**config.mk**
```make
export PLATFORM = sky130hd
export DESIGN_NAME = wrr_pkt_scheduler
export DESIGN_NICKNAME = d
export VERILOG_FILES = /design/src/rtl/wrr_pkt_scheduler_pkg.sv /design/src/rtl/wrr_sched_credit.sv /design/src/rtl/wrr_pkt_scheduler.sv
export SDC_FILE = /design/constraint.sdc
export NUM_CORES = 1
export LEC_CHECK = 0
export ABC_CLOCK_PERIOD_IN_PS = 2300
export CORE_MARGIN = 2
export CORE_UTILIZATION = 35
export CTS_BUF_LIST = sky130_fd_sc_hd__clkbuf_4 sky130_fd_sc_hd__clkbuf_8 sky130_fd_sc_hd__clkbuf_16
export DETAILED_ROUTE_END_ITERATION = 16
export DONT_BUFFER_PORTS = 1
export PLACE_DENSITY_LB_ADDON = 0.05
export SKIP_CTS_REPAIR_TIMING = 1
export SYNTH_ARGS = -nofsm -noshare
export SYNTH_HDL_FRONTEND = slang
export SYNTH_SLANG_ARGS = --single-unit
```
**constraint.sdc**
```tcl
create_clock -name clk -period 2.3 [get_ports clk]
set_input_delay 0.345 -clock clk [delete_from_list [all_inputs] [get_ports clk]]
set_output_delay 0.345 -clock clk [all_outputs]
set_load 0.05 [all_outputs]
```
**src/rtl/wrr_pkt_scheduler_pkg.sv**
```systemverilog
// Shared state encoding and packed-field helper for the packet WRR scheduler.
// WRR_FIELD(vec, w, i) selects the i-th w-bit field of a flat packed vector.
package wrr_pkt_scheduler_pkg;

  typedef enum logic {
    ST_IDLE = 1'b0,
    ST_BUSY = 1'b1
  } state_e;

endpackage

`define WRR_FIELD(vec, w, i) vec[(w)*(i) +: (w)]

```
**src/rtl/wrr_sched_credit.sv**
```systemverilog
// Per-requester packet credit counter: reload from the weight, count down per grant.
module wrr_sched_credit
  import wrr_pkt_scheduler_pkg::*;
#(
  parameter int CREDIT_WIDTH = 4
) (
  input  logic                    clk,
  input  logic                    rst,
  input  logic                    load,
  input  logic                    dec,
  input  logic [CREDIT_WIDTH-1:0] load_val,
  output logic                    nz
);

  logic [CREDIT_WIDTH-1:0] cnt_d, cnt_q;

  // reload wins over decrement; a zero counter never wraps
  always_comb begin
    cnt_d = cnt_q;
    if (load) begin
      cnt_d = load_val;
    end else if (dec && (cnt_q != {CREDIT_WIDTH{1'b0}})) begin
      cnt_d = cnt_q - {{(CREDIT_WIDTH-1){1'b0}}, 1'b1};
    end else begin
      cnt_d = cnt_q;
    end
  end

  always_ff @(posedge clk or posedge rst) begin
    if (rst) begin
      cnt_q <= {CREDIT_WIDTH{1'b0}};
    end else begin
      cnt_q <= cnt_d;
    end
  end

  assign nz = |cnt_q;

endmodule

```
**src/rtl/wrr_pkt_scheduler.sv**
```systemverilog
// Packet-level weighted round-robin scheduler: one arbitration per packet,
// winner locked until its last beat is accepted, weights given as packet credits.
module wrr_pkt_scheduler
  import wrr_pkt_scheduler_pkg::*;
#(
  parameter int WIDTH        = 4,
  parameter int DATA_WIDTH   = 32,
  parameter int CREDIT_WIDTH = 4
) (
  input  logic                          clk,
  input  logic                          rst,
  input  logic [CREDIT_WIDTH*WIDTH-1:0] credits,
  input  logic [WIDTH-1:0]              s_valid,
  input  logic [WIDTH-1:0]              s_last,
  input  logic [DATA_WIDTH*WIDTH-1:0]   s_data,
  output logic [WIDTH-1:0]              s_ready,
  output logic                          m_valid,
  output logic [DATA_WIDTH-1:0]         m_data,
  output logic                          m_last,
  input  logic                          m_ready,
  output logic [WIDTH-1:0]              owner,
  output logic                          reload
);

  state_e           state_d, state_q;
  logic [WIDTH-1:0] owner_d, owner_q;
  logic [WIDTH-1:0] enabled_s, cnt_nz_s, eligible_s, grant_s, dec_s;
  logic             reload_s;

  genvar g;
  generate
    for (g = 0; g < WIDTH; g++) begin : g_credit
      assign enabled_s[g] = |`WRR_FIELD(credits, CREDIT_WIDTH, g);

      wrr_sched_credit #(
        .CREDIT_WIDTH(CREDIT_WIDTH)
      ) u_credit (
        .clk      (clk),
        .rst      (rst),
        .load     (reload_s),
        .dec      (dec_s[g]),
        .load_val (`WRR_FIELD(credits, CREDIT_WIDTH, g)),
        .nz       (cnt_nz_s[g])
      );
    end
  endgenerate

  assign eligible_s = s_valid & enabled_s & cnt_nz_s;
  // isolate the lowest set bit: lower index has priority
  assign grant_s    = eligible_s & (~eligible_s + {{(WIDTH-1){1'b0}}, 1'b1});

  // arbitration, credit reload and zero-latency beat steering from the locked owner
  always_comb begin
    state_d  = state_q;
    owner_d  = owner_q;
    dec_s    = {WIDTH{1'b0}};
    reload_s = 1'b0;
    s_ready  = {WIDTH{1'b0}};
    m_valid  = 1'b0;
    m_last   = 1'b0;
    m_data   = {DATA_WIDTH{1'b0}};
    case (state_q)
      ST_IDLE: begin
        if (|eligible_s) begin
          owner_d = grant_s;
          dec_s   = grant_s;
          state_d = ST_BUSY;
        end else if (|(s_valid & enabled_s)) begin
          // everyone still asking is out of credit: start a new round
          reload_s = ~rst;
        end else begin
          reload_s = 1'b0;
        end
      end
      ST_BUSY: begin
        // owner is one-hot, so an AND-OR mux selects its lane
        m_valid = |(s_valid & owner_q);
        m_last  = |(s_last & owner_q);
        s_ready = owner_q & {WIDTH{m_ready}};
        for (int i = 0; i < WIDTH; i++) begin
          m_data = m_data | (`WRR_FIELD(s_data, DATA_WIDTH, i) & {DATA_WIDTH{owner_q[i]}});
        end
        if (m_valid && m_ready && m_last) begin
          state_d = ST_IDLE;
          owner_d = {WIDTH{1'b0}};
        end else begin
          state_d = ST_BUSY;
        end
      end
      default: begin
        state_d = ST_IDLE;
        owner_d = {WIDTH{1'b0}};
      end
    endcase
  end

  // packet state and owner lock
  always_ff @(posedge clk or posedge rst) begin
    if (rst) begin
      state_q <= ST_IDLE;
      owner_q <= {WIDTH{1'b0}};
    end else begin
      state_q <= state_d;
      owner_q <= owner_d;
    end
  end

  assign owner  = owner_q;
  assign reload = reload_s;

endmodule

```
==> impl_metrics.json <==
{
  "status": "finished clean",
  "die-area_um2": 7167,
  "clk_pin_slew_worst_paths_ns": 0.08,
  "grt_pass1_vias": 2727,
  "wl_met2_mm": 4.536,
  "synth.distinct_cells": 52,
  "nets": 485,
  "relSlewSlack": 0.5455,
  "arrival_ns": 1.95,
  "clock_sinks": 21,
  "max_cap_viol_count": 0,
  "synth_top_area_frac": 0.2308,
  "p_total_mw": 4.675,
  "drive_gt1_frac": 0.3754,
  "period_share": 0.9970,
  "placedInstanceArea_um2": 2854,
  "p_leak_nw": 1.083,
  "start_util": 0.3607,
  "met3_length_um": 675,
  "hpwl_mm": 7.164,
  "ant_nets": 0,
  "syn_avg_cell_area_um2": 8.221,
  "critPathBufInv": 2,
  "finalInstanceArea_um2": 2998,
  "fmax_mhz": 436.1,
  "core_area_um2": 6314,
  "async_reset_ff_frac": 1.000,
  "yosys.area.top_type": "dfrtp_1",
  "drt-initial-drc-count": 153,
  "synth_nets": 436,
  "highest-signal-layer": "met4",
  "yosysMostFrequentCell": "a22oi_1",
  "cp-end-kind": "output pin",
  "peakVddDrop_mv": 0.8316,
  "hp-class": "input port to asynchronous set/reset pin",
  "clock_latency_ns": 0.27,
  "tightest_slew_ns": 0.6818,
  "yosysSeqAreaShare": 0.2308,
  "slew_viol_final": 0,
  "power.density_nw_per_um2": 1559,
  "diodes": 0,
  "hold_viol": 0,
  "reg2reg_depth": 8,
  "path_class": "register to output pin",
  "cts_tree": "built",
  "yosysWarnings": 0,
  "rows": 29,
  "rsz0062_at_grt": "yes",
  "cp-start-kind": "register",
  "cp.required_ns": 1.96,
  "antenna_found_initial": 0,
  "nFillCells": 632,
  "synth-seq-cells": 21,
  "grt_overflow": 0,
  "die_h_um": 84.66,
  "crit_family": "simple AND/OR/NAND/NOR gates",
  "routed_wl_mm": 9.084,
  "grt_use_total": 0.2394,
  "grt_max_degree": 40,
  "skew_ns": 0.009045,
  "critPathSlowestCell": "dfrtp_1",
  "synth_edf_count": 0,
  "die_x_um": 84.66,
  "grt_first_pass_wirelength_mm": 13.92,
  "synth_flop_cell": "dfrtp_1",
  "r2r_slack_ns": 0.10,
  "via_count": 2722,
  "cts_max_level": 1,
  "cpPeakStageDelay_ns": 0.41,
  "netlist_instances": 277,
  "syn_area_um2": 2277,
  "synthTopCellsByArea": "dfrtp_1 (23%), a22oi_1 (21%), a21oi_1 (7.5%), o31ai_1 (3.0%), clkbuf_1 (2.8%)",
  "viasPerCell": 6.771,
  "critPathMaxFanout": 5,
  "r2r_start": "g_credit[2].u_credit.cnt_q[0]$_DFFE_PP0P_",
  "io_buffers": 0,
  "worstReg2RegEnd": "g_credit[3].u_credit.cnt_q[1]$_DFFE_PP0P_",
  "drc": 0,
  "gp_congestion": 0.8560,
  "wl_met1_mm": 3.742,
  "cts_inserted_buffers": 3,
  "cts_buffer_depth": 2,
  "finalSetupViolations": 0,
  "netlist_top_cells_count": "a22oi_1 (64), a21oi_1 (34), dfrtp_1 (21), clkbuf_1 (17), inv_1 (17)",
  "post-route-min-period_ns": 2.293,
  "io-pin-count": 198,
  "area_growth_pct": 31.65,
  "dr.pass1.iters": 4,
  "wl_per_cell_um": 22.60,
  "crit_chain": "inv_1, ha_1, or3b_4, a221oi_4, nand3_4, clkinv_8",
  "clock-root-buffer": "clkbuf_8"
}
[routing by layer]
layer  global-route usage  vias to the layer above
met5                    0                        -
met3              0.04228                       10
met1               0.3160                     1335
met4              0.05916                        0
li1                     -                     1244
met2               0.4059                      133
[logic make-up after synthesis]
family	Yosys count	synth area share
mux	3	0.01648
flops	21	0.2308
fa+ha+maj	4	0.02198
buf+inv	41	0.07142
simple gates	58	0.1572
compound gates	147	0.4907
xor+xnor	3	0.01154
[report_power, final]
part           total [mW]  internal [mW]  switching, mW
combinational        3.66           1.28           2.38
sequential          0.755          0.535          0.220
clock               0.261          0.135          0.125
[stage by stage]
stage | setup WS (ns) | instances | setup TNS, ns | hold slack, ns | utilization
6_report | 0.007000 | 402 | 0 | 0.03696 | 0.4748
5_1_grt | -0.07392 | 402 | -0.1722 | 0.06689 | 0.4748
4_1_cts | -0.1961 | 394 | -0.1961 | 0.05373 | 0.4598
3_5_place_dp | 0.09127 | 390 | 0 | 0.3425 | 0.4520
3_3_place_gp | 0.1333 | 390 | 0 | 0.3383 | 0.4520
2_1_floorplan | 0.04389 | 277 | 0 | 0.3371 | -
[layout make-up]
type / instances / area, um^2 / area share
repair buffers: 67 / 515.5 / 0.1720
clock buffers: 4 / 48.80 / 0.01628
inverters: 18 / 80.08 / 0.02671
flip-flops and latches: 21 / 530.5 / 0.1770
well taps: 77 / 96.34 / 0.03214
multi-input cells: 215 / 1727 / 0.5760
[registers in the layout, summed over array words and instances, names as in the netlist]
signal	count
g_credit.u_credit.cnt_q	16
owner	4
state_q	1
[worst max path at each step]
stage                                                    from                                        end  slack (ns)  depth (start not counted)
floorplan           g_credit[0].u_credit.cnt_q[0]$_DFFE_PP0P_                                     reload        0.04                          8
global placement    g_credit[0].u_credit.cnt_q[0]$_DFFE_PP0P_                                     reload        0.13                          6
detailed placement  g_credit[0].u_credit.cnt_q[0]$_DFFE_PP0P_  g_credit[3].u_credit.cnt_q[2]$_DFFE_PP0P_        0.09                          7
CTS                 g_credit[0].u_credit.cnt_q[0]$_DFFE_PP0P_                                     reload       -0.20                          6
global route        g_credit[2].u_credit.cnt_q[0]$_DFFE_PP0P_                                     reload       -0.07                          6
finish              g_credit[2].u_credit.cnt_q[0]$_DFFE_PP0P_                                     reload       0.007                          6
[worst register-to-register path, cell delays in order, from the launching register on]
cell      delay [ns]
dfrtp_1         0.41
inv_1           0.08
ha_1            0.17
or3b_4          0.41
a221oi_4        0.32
nand3_4         0.17
buf_4           0.18
buf_4           0.15
a311oi_2        0.23
[cells in the final DEF, fill, tap and decap left out, drive strengths merged, types with 2 or more instances in the layout]
master  netlist  final
or3b          3      3
a22oi        64     64
a311o         2      2
o41a          4      4
a21oi        34     34
mux2          3      3
a31oi         7      7
buf           6     67
nor3          4      4
clkbuf       17      4
and4          2      2
or3           4      4
a221oi        3      3
o21ai         4      4
xnor2         3      3
nand2         7      7
nor2          8      8
o221ai        4      4
nor4          8      8
or4           5      5
nand4         5      5
ha            4      4
nor3b         4      4
inv          18     17
o31ai         9      9
dfrtp        21     21
a311oi        2      2
nand3         4      4
a22o          2      2
o41ai         6      6
No activity file was read; power rests on OpenSTA's default activity.
